===== config.mk =====
export PLATFORM = sky130hd
export DESIGN_NAME = fifo_param
export DESIGN_NICKNAME = d
export VERILOG_FILES = /design/src/rtl/fifo_param.sv
export SDC_FILE = /design/constraint.sdc
export NUM_CORES = 1
export LEC_CHECK = 0
export ABC_AREA = 1
export CAP_MARGIN = 40
export CORE_MARGIN = 2
export CORE_UTILIZATION = 55
export CTS_CLUSTER_SIZE = 12
export DETAILED_ROUTE_END_ITERATION = 6
export GPL_ROUTABILITY_DRIVEN = 1
export GPL_TIMING_DRIVEN = 0
export PLACE_DENSITY_LB_ADDON = 0.15
export SLEW_MARGIN = 20
export SYNTH_ARGS = -nofsm -noshare
export SYNTH_HDL_FRONTEND = slang
export SYNTH_SLANG_ARGS = --single-unit

===== constraint.sdc =====
create_clock -name clk -period 2.4 [get_ports clk]
set_clock_uncertainty 0.1 [all_clocks]
set_input_delay 0.48 -clock clk [delete_from_list [all_inputs] [get_ports clk]]
set_output_delay 0.48 -clock clk [all_outputs]
set_load 0.01 [all_outputs]

===== src/rtl/fifo_param.sv =====
// fifo_param: parametrised synchronous FIFO for the transaction layer.
// Wrap-bit pointers give unambiguous full/empty. Occupancy is registered and all
// status flags are decoded from it. Thresholds can be reloaded at runtime, a flush
// clears the contents, sticky overflow/underflow errors are kept, and an optional
// first-word-fall-through read port is available.
module fifo_param #(
    parameter int DEPTH    = 8,
    parameter int WIDTH    = 10,
    parameter int PTR_SIZE = $clog2(DEPTH),
    parameter int FWFT     = 0,
    parameter int AE_RST   = 2,
    parameter int AF_RST   = DEPTH - 2
) (
    input  logic                clk,
    input  logic                reset_L,
    input  logic [WIDTH-1:0]    data_in,
    input  logic                wr_en,
    input  logic                rd_en,
    input  logic                flush,
    input  logic                init,
    input  logic                clr_err,
    input  logic [PTR_SIZE:0]   ae_thr_in,
    input  logic [PTR_SIZE:0]   af_thr_in,
    output logic [WIDTH-1:0]    data_out,
    output logic                rd_valid,
    output logic [PTR_SIZE:0]   count,
    output logic                empty_flag,
    output logic                full_flag,
    output logic                almost_empty_flag,
    output logic                almost_full_flag,
    output logic                overflow_err,
    output logic                underflow_err
);

    // Constants sized to the pointer/count width so every compare is width-matched.
    localparam logic [PTR_SIZE:0] DEPTH_V = (PTR_SIZE+1)'(DEPTH);
    localparam logic [PTR_SIZE:0] AE_INIT = (PTR_SIZE+1)'(AE_RST);
    localparam logic [PTR_SIZE:0] AF_INIT = (PTR_SIZE+1)'(AF_RST);
    localparam logic [PTR_SIZE:0] PTR_ONE = (PTR_SIZE+1)'(1);

    // Storage; deliberately not reset.
    logic [WIDTH-1:0]    mem_q [DEPTH];

    // Pointers carry one extra wrap bit above the memory index.
    logic [PTR_SIZE:0]   wr_ptr_q, wr_ptr_d;
    logic [PTR_SIZE:0]   rd_ptr_q, rd_ptr_d;
    logic [PTR_SIZE:0]   count_q, count_d;

    // Runtime-programmable thresholds.
    logic [PTR_SIZE:0]   ae_thr_q, ae_thr_d;
    logic [PTR_SIZE:0]   af_thr_q, af_thr_d;

    // Sticky error flags.
    logic                ovf_q, ovf_d;
    logic                udf_q, udf_d;

    logic [PTR_SIZE-1:0] wr_idx;
    logic [PTR_SIZE-1:0] rd_idx;
    logic                empty;
    logic                full;
    logic                pop_ok;
    logic                push_ok;
    logic                do_push;
    logic                do_pop;

    assign wr_idx = wr_ptr_q[PTR_SIZE-1:0];
    assign rd_idx = rd_ptr_q[PTR_SIZE-1:0];

    // Status comes from the registered occupancy, so flags never glitch.
    assign empty = (count_q == '0);
    assign full  = (count_q == DEPTH_V);

    // A pop frees a slot in the same cycle, so a full FIFO still takes a push alongside a pop.
    assign pop_ok  = rd_en & ~empty;
    assign push_ok = wr_en & (~full | pop_ok);

    // Flush wins over any push/pop requested in the same cycle.
    assign do_push = push_ok & ~flush;
    assign do_pop  = pop_ok & ~flush;

    assign count             = count_q;
    assign empty_flag        = empty;
    assign full_flag         = full;
    assign almost_empty_flag = (count_q <= ae_thr_q);
    assign almost_full_flag  = (count_q >= af_thr_q);
    assign overflow_err      = ovf_q;
    assign underflow_err     = udf_q;

    // Pointer advance, flush clear, and occupancy derived from the next pointers.
    always_comb begin
        wr_ptr_d = wr_ptr_q;
        rd_ptr_d = rd_ptr_q;
        if (flush) begin
            wr_ptr_d = '0;
            rd_ptr_d = '0;
        end else begin
            if (push_ok) begin
                wr_ptr_d = wr_ptr_q + PTR_ONE;
            end
            if (pop_ok) begin
                rd_ptr_d = rd_ptr_q + PTR_ONE;
            end
        end
        count_d = wr_ptr_d - rd_ptr_d;
    end

    // Threshold reload with saturation at DEPTH; a larger value could never be reached anyway.
    always_comb begin
        ae_thr_d = ae_thr_q;
        af_thr_d = af_thr_q;
        if (init) begin
            ae_thr_d = (ae_thr_in > DEPTH_V) ? DEPTH_V : ae_thr_in;
            af_thr_d = (af_thr_in > DEPTH_V) ? DEPTH_V : af_thr_in;
        end
    end

    // Sticky errors: a new error in the same cycle as clr_err keeps the flag set.
    always_comb begin
        ovf_d = ovf_q & ~clr_err;
        udf_d = udf_q & ~clr_err;
        if (!flush && wr_en && !push_ok) begin
            ovf_d = 1'b1;
        end
        if (!flush && rd_en && !pop_ok) begin
            udf_d = 1'b1;
        end
    end

    // Control state register bank with asynchronous active-low reset.
    always_ff @(posedge clk or negedge reset_L) begin
        if (!reset_L) begin
            wr_ptr_q <= '0;
            rd_ptr_q <= '0;
            count_q  <= '0;
            ae_thr_q <= AE_INIT;
            af_thr_q <= AF_INIT;
            ovf_q    <= 1'b0;
            udf_q    <= 1'b0;
        end else begin
            wr_ptr_q <= wr_ptr_d;
            rd_ptr_q <= rd_ptr_d;
            count_q  <= count_d;
            ae_thr_q <= ae_thr_d;
            af_thr_q <= af_thr_d;
            ovf_q    <= ovf_d;
            udf_q    <= udf_d;
        end
    end

    // Memory write port.
    always_ff @(posedge clk) begin
        if (do_push) begin
            mem_q[wr_idx] <= data_in;
        end
    end

    generate
        if (FWFT != 0) begin : g_fwft
            // Show-ahead: the head word is always presented; a pop consumes it.
            assign data_out = mem_q[rd_idx];
            assign rd_valid = ~empty;
        end else begin : g_registered
            logic [WIDTH-1:0] data_out_q;
            logic             rd_valid_q;

            // Registered read: capture the head on a pop and flag it valid for one cycle.
            always_ff @(posedge clk or negedge reset_L) begin
                if (!reset_L) begin
                    data_out_q <= '0;
                    rd_valid_q <= 1'b0;
                end else begin
                    rd_valid_q <= do_pop;
                    if (do_pop) begin
                        data_out_q <= mem_q[rd_idx];
                    end
                end
            end

            assign data_out = data_out_q;
            assign rd_valid = rd_valid_q;
        end
    endgenerate

endmodule


==> impl_results.md, run 1 <==
- Core area: 0.00859 sq mm
- Post-layout minimum cycle time: 2.40 ns
- Critical Path AT: 1.82 ns
- Gr usage total: 0.246
- Cell family with most CP delay: flip-flops
- Reg power frac: 0.382
- Post-synthesis cell count: 412
- Register area share after synthesis: 0.671
- Clk buf depth: 2
- Pint: 0.00433 W
- Max frequency: 0.417 GHz
- Chip width: 97.6 um
- Die Span Y: 97.6 um
- Clock Sinks: 113
- Cell Chain, Critical Path: inv_2 -> ha_4 -> inv_2 -> nor2_2 -> o211ai_1 -> nand3_1 -> buf_2
- Drt wl/cell: 18.5 um
- Num rows: 34
- GP Congestion: 0.795
- Setup crit start kind: register
- Final WL: 11300 um
- Status: complete, no violations
- I/O pin total: 46
- First-pass DRT Iterations: 5
- CP required: 1.82 ns
- DRC: 0
- Worst Tran Pin Value: 0.594 ns
- Tcrit/Tclk final: 0.999
- Critical path's most frequent cell: inv_2
- Syn Std Cell Area: 0.00482 sq mm
- Worst path bufs/invs: 3
- Vias in the first global route: 3427
- Antenna-violating nets left: 0
- Switch share: 0.313
- GRT overflow: 0
- Port bufs: 45
- Flops & latches, synth: 113
- PwrDens: 1020 mW/mm^2
- Placement Cell Area: 0.00550 sq mm
- First-pass GRT wire length: 17700 um
- Layout Nets: 528
- Slew Limit Fails: 0
- Slowest-stage cell, CP: dfstp_2
- Average size of a mapped cell: 11.7 sq um
- # setup viols final: 0
- Worst slew margin relative to its limit: 0.604
- Yosys cell types: 35
- Filler cells: 589
- Min-Delay Path Class: in -> async
- RSZ-0062 raised after global routing: yes
- Antenna diode count: 0
- CP Capture Type: primary output
- H-tree levels: 4
- Max Cap Viol: 0
- Largest net degree at the start of global routing: 21
- Final HPWL DP: 7640 um
- Antenna violations before repair: 1
- DR iter-0 viols: 249
- Initial core utilization: 0.560
- Comb pwr share: 0.231
- Layout cell share with drive strength beyond 1: 0.189
- Vias per Instance: 5.78
- CTS Root Cell: clkbuf_8
- Finished Cell Area: 0.00618 sq mm
- Fin Hold WS: 0.320 ns
- TritonCTS Buffers: 17
- Peak supply drop: 673 uV
- CP max FO: 2
- Core utilization of the finished layout: 0.719
- Share of total power in the clock network: 0.387
- Delay of the slowest critical-path stage: 0.53 ns
- Die area: 0.00952 sq mm
- DR vias: 3527
- Setup TNS: 0 ns
- LEAKAGE: 2.39 nW
- Area delta synth->final: 28.3%
- TritonCTS clock tree: done
- Ys Warns: 0
- Final Hold Fails: 0
- Critical path class: reg -> out
- Worst skew pair latency: 0.51 ns
- NetSw: 0.00197 W
- Syn Nets: 451
- Clk slew on worst S/H paths: 0.06 ns
==> sequential cells by signal (all words and copies together) (netlist names) <==
register	cells
mem_q	80
data_out	10
ae_thr_q	4
af_thr_q	4
count	4
rd_ptr_q	4
wr_ptr_q	4
overflow_err	1
rd_valid	1
underflow_err	1
==> layer usage <==
layer	up-vias	share of wire	global-route usage
met5	-	0.00088	0
met4	2	0.018	0.0962
met3	24	0.080	0.0741
met2	153	0.48	0.379
met1	1712	0.42	0.330
li1	1636	-	-
==> cell usage in the layout, fill, tap and decap left out, types with 7 or more instances in the layout <==
cell type and n:
o221ai_1 20, buf_2 11, dfrtp_1 27, inv_1 28
inv_2 7, clkdlybuf4s50_1 40, edfxtp_1 80, ha_1 10
buf_4 13, nand3_1 21, nor2_1 51, o21ai_0 56
clkbuf_16 16, a21oi_1 7, nand2_1 41
==> area by class of cell <==
type | count | area [sq um] | share of cell area
clock inverters | 15 | 164 | 0.0265
well taps | 108 | 135 | 0.0219
inverters | 35 | 131 | 0.0213
plain buffers | 19 | 98.8 | 0.0160
multi-input cells | 245 | 1450 | 0.234
repair buffers | 58 | 553 | 0.0895
clock buffers | 17 | 414 | 0.0670
flip-flops and latches | 113 | 3240 | 0.523
==> power by group through the flow <==
stage / logic (W) / clock network [W] / registers [W]
finish: 0.00145 / 0.00244 / 0.00241
global route: 0.00160 / 0.00257 / 0.00243
CTS: 0.00139 / 0.00246 / 0.00240
detailed placement: 0.00141 / 0 / 0.00243
global placement: 0.00135 / 0 / 0.00243
floorplan: 0.000699 / 0 / 0.00247
==> synth_stat cells (all sizes together) <==
library cell	count	area [sq um]
a21oi	10	53.8
a22o	2	17.5
a31oi	1	6.26
buf	11	60.1
clkbuf	8	32.5
dfrtp	30	751
dfstp	3	78.8
edfxtp	80	2400
fa	1	20.0
ha	13	163
inv	35	131
nand2	45	184
nand3	22	115
nand3b	1	7.51
nand4	4	25.0
nor2	56	223
nor3	6	35.0
nor4	1	6.26
o211ai	2	15.0
o21ai	58	290
o221ai	20	175
o22ai	1	6.26
o32ai	1	8.76
xor2	1	8.76
==> logic make-up (layout without fill, tap and decap cells) <==
family	count (synthesis)	count (layout)	share of synthesized area
AO/OA/AOI/OAI	95	95	0.119
buffers and inverters	54	144	0.0465
AND/OR/NAND/NOR	135	135	0.124
XOR/XNOR	1	1	0.00182
adder cells (fa/ha/maj)	14	14	0.0379
flip-flops	113	113	0.671
==> final timing paths <==
| path | from | to | slack [ns] | cells past startpoint |
|---|---|---|---|---|
| setup reg to reg | count[3] | mem_q[4][0] | 0.17 | 8 |
| hold / removal | reset_L | ae_thr_q[2] | 0.32 | 2 |
| min in group clk | data_out[3] | data_out[3] | 0.40 | 2 |
| setup / recovery | af_thr_q[1] | almost_full_flag | 0.002 | 7 |
| max in group asynchronous | reset_L | af_thr_q[2] | 1.39 | 3 |
| hold reg to reg | data_out[3] | data_out[3] | 0.40 | 2 |
==> through the flow <==
| stage | setup slack [ns] | instances | total power [W] |
|---|---|---|---|
| 6_report | 0.00241 | 610 | 0.00630 |
| 5_1_grt | -0.0680 | 610 | 0.00660 |
| 4_1_cts | -0.0591 | 607 | 0.00626 |
| 3_5_place_dp | -0.430 | 574 | 0.00385 |
| 3_3_place_gp | -0.982 | 565 | 0.00377 |
| 2_1_floorplan | 0.211 | 412 | 0.00317 |
==> timing repair <==
action / 4_1_cts / 5_1_grt
buffers inserted: 0 / 3
hold buffers: 1 / 0
gates resized for setup: 15 / 15
hold endpoints to repair: 13 / 0
endpoints found under the setup margin: 5 / 4
pin swaps: 1 / 4
Power figures use the tool's default switching activity.
==> run 2: changes to the inputs <==
- ABC_AREA: 1 -> default
- CAP_MARGIN: 40 -> 20
==> impl_results.md, run 2 <==
- Antenna violations before repair: 0 (-1)
- RSZ-0062 raised after global routing: yes
- Slowest-stage cell, CP: or4b_4
- Critical path class: reg -> reg
- Average size of a mapped cell: 16.7 sq um (+43%)
- Flops & latches, synth: 113 (unchanged)
- Pint: 0.00458 W (+5.7%)
- Post-layout minimum cycle time: 2.70 ns (+0.305 ns)
- Core area: 0.00822 sq mm (-4.4%)
- Post-Place Setup Slack: -0.734 ns (-0.304 ns)
- CTS Root Cell: clkbuf_8
- CP endpoint: count[3]
- CP required: 2.68 ns (+0.86 ns)
- Yosys cell types: 38 (+8.6%)
- Worst r2r src: count[0]
- Main area contributors after synthesis: edfxtp_1 (52%), dfrtp_1 (16%), mux4_2 (9.7%)
- NetSw: 0.00185 W (-6.1%)
- Delay of the slowest critical-path stage: 0.51 ns (-0.02 ns)
- Die area: 0.00922 sq mm (-3.1%)
- Antenna diode count: 0 (unchanged)
- Worst skew pair latency: 0.51 ns (about the same)
- First-pass GRT wire length: 15000 um (-15%)
- CP Capture Type: register
- Vias in the first global route: 2798 (-18%)
- Post-synthesis cell count: 279 (-32%)
- Cells on worst reg2reg path: 9 (+1)
- Setup crit start kind: register
- Max reg flops: 80 (unchanged)
- Die Span Y: 96.0 um (-1.6%)
- Initial core utilization: 0.567 (+0.00650)
- DR iter-0 viols: 199 (-20%)
- Clk slew on worst S/H paths: 0.06 ns (about the same)
- GRT overflow: 0 (unchanged)
- Most frequent cells in the layout: edfxtp_1 (80), clkdlybuf4s50_1 (40), dfrtp_1 (26), mux4_2 (20), nor2_1 (18)
- DRC: 0 (unchanged)
- Peak supply drop: 566 uV (-16%)
- Chip width: 96.0 um (-1.6%)
- Top cell type's share of synthesized area: 0.516 (+0.0169)
- Gr usage total: 0.238 (-0.00787)
- Area delta synth->final: 31.1%
- First-pass DRT Iterations: 4 (-1)
- Final WL: 10100 um (-11%)
- H-tree levels: 4 (unchanged)
- # setup viols final: 13 (+13)
- Layout cell share with drive strength beyond 1: 0.302 (+0.113)
- Biggest register: mem_q
- Max Cap Viol: 0 (unchanged)
- Status: finished, violations left
- Clk buf depth: 2 (unchanged)
- LEAKAGE: 2.21 nW (-7.6%)
- Clock Sinks: 113 (unchanged)
- PwrDens: 1050 mW/mm^2 (+3.3%)
- Flop2flop setup slack: -0.30 ns (-0.47 ns)
- Layout Nets: 397 (-25%)
- Drt wl/cell: 21.2 um (+14%)
- Antenna-violating nets left: 0 (unchanged)
- GP Congestion: 0.760 (-4.4%)
- Slew Limit Fails: 0 (unchanged)
- I/O pin total: 46 (unchanged)
- Main flop type after synthesis: edfxtp_1
- Post-synth EDFFs: 80 (unchanged)
- Comb pwr share: 0.256 (+0.025)
- Commonest non-fill, non-tap cell in the layout: edfxtp_1
- Switch share: 0.288 (-0.0249)
- Num rows: 33 (-2.9%)
- Worst Tran Pin Value: 0.748 ns (+0.154 ns)
- Critical path's most frequent cell: buf_6
- Min-Delay Path Class: in -> async
- Max frequency: 0.370 GHz (-11%)
- Port bufs: 45 (unchanged)
- Syn Nets: 318 (-29%)
- Commonest cells post-synth: edfxtp_1 (80), dfrtp_1 (30), nor2_1 (25)
- TritonCTS clock tree: done
- Largest net degree at the start of global routing: 24 (+14%)
- CP max FO: 4 (+2)
- Yosys top cell by area: edfxtp_1
- Share of total power in the clock network: 0.364 (-0.023)
- DR vias: 2714 (-23%)
- Setup slack after layout: -0.303 ns (-0.305 ns)
- Filler cells: 502 (-15%)
- Register area share after synthesis: 0.694 (+0.0227)
- Final Hold Fails: 0 (unchanged)
- Reg power frac: 0.380 (-0.002)
- Critical Path AT: 2.99 ns (+1.17 ns)
- Final HPWL DP: 5700 um (-25%)
- Core utilization of the finished layout: 0.743 (+0.0238)
- Count leader, synth: edfxtp_1
- Tcrit/Tclk final: 1.13 (+0.127)
- Vias per Instance: 5.70 (-1.4%)
- Cell Chain, Critical Path: buf_6 -> or4b_4 -> buf_6 -> o211ai_1 -> xor2_1 -> nor2_1 -> ha_1 -> a21oi_2 -> xor3_1
- Post-synth ARST share: 0.292 (unchanged)
- TritonCTS Buffers: 17 (unchanged)
- Critical Path Source: count[0]
- Violated checks: setup timing
- Syn Std Cell Area: 0.00466 sq mm (-3.3%)
- Worst slew margin relative to its limit: 0.502 (-0.103)
- Worst reg2reg endpoint: count[3]
- Ys Warns: 0 (unchanged)
==> run 2: critical path, delay by kind of cell, from the launching register on <==
| kind | cells | cell delay [ns] |
|---|---|---|
| buffers and inverters | 2 | 0.29 |
| and+or+nand+nor | 2 | 0.59 |
| AOI/OAI and AO/OA | 2 | 0.42 |
| xor gates and xnor gates | 2 | 0.41 |
| adders and majority gates | 1 | 0.33 |
| DFF | 1 | 0.43 |
==> run 2: power by group through the flow <==
stage	logic (W)	registers [W]	clock network, W
3_3_place_gp	0.00138	0.00246	0
6_report	0.00164	0.00245	0.00234
3_5_place_dp	0.00141	0.00246	0
2_1_floorplan	0.000770	0.00249	0
5_1_grt	0.00177	0.00247	0.00247
4_1_cts	0.00158	0.00243	0.00236
==> run 2: final cells by class <==
type	instances	area, sq um	share of cell area
Buffer	9	42.5	0.00697
Inverter	16	62.6	0.0102
Clock inverter	15	149	0.0244
Timing Repair Buffer	60	582	0.0953
Clock buffer	17	414	0.0678
Sequential cell	113	3240	0.530
Tap cell	105	131	0.0215
Multi-Input combinational cell	141	1490	0.244
==> run 2: cell families after synthesis <==
kind of cell	after synthesis	share of synthesized area
muxes	33	0.126
and+or+nand+nor	54	0.0607
AOI/OAI and AO/OA	34	0.0446
xor gates and xnor gates	6	0.0145
DFF	113	0.694
adders and majority gates	14	0.0392
buffers and inverters	25	0.0215
==> run 2: routing by layer <==
metal / wire length [um] / track usage
met5: 0 / 0
met4: 133 / 0.100
met3: 588 / 0.0587
met2: 5210 / 0.392
met1: 4160 / 0.302
==> run 2: worst min path at each step <==
stage	slack, ns	from	end
6_report	0.29	reset_L	data_out[4]
5_1_grt	0.32	reset_L	data_out[4]
4_1_cts	0.28	reset_L	data_out[4]
3_5_place_dp	0.29	reset_L	ae_thr_q[0]
3_3_place_gp	0.40	af_thr_q[1]	af_thr_q[1]
2_1_floorplan	0.08	reset_L	ae_thr_q[0]
==> run 2: repair_timing <==
action	in CTS	in global routing
hold buffers	1	0
gates resized for setup	43	7
setup buffers	8	4
pin swaps	6	5
endpoints found under the hold margin	7	0
endpoints found under the setup margin	57	16
==> run 2: per-stage QoR <==
stage | instance area (sq um) | hold WS, ns | total power [W] | TNS, ns | std cells
2_1_floorplan | 4680 | 0.0844 | 0.00326 | -0.184 | 279
3_3_place_gp | 5260 | 0.402 | 0.00384 | -67.22 | 429
3_5_place_dp | 5300 | 0.291 | 0.00388 | -42.28 | 431
4_1_cts | 6030 | 0.284 | 0.00637 | -0.924 | 472
5_1_grt | 6110 | 0.316 | 0.00671 | -3.25 | 476
6_report | 6110 | 0.293 | 0.00643 | -1.93 | 476
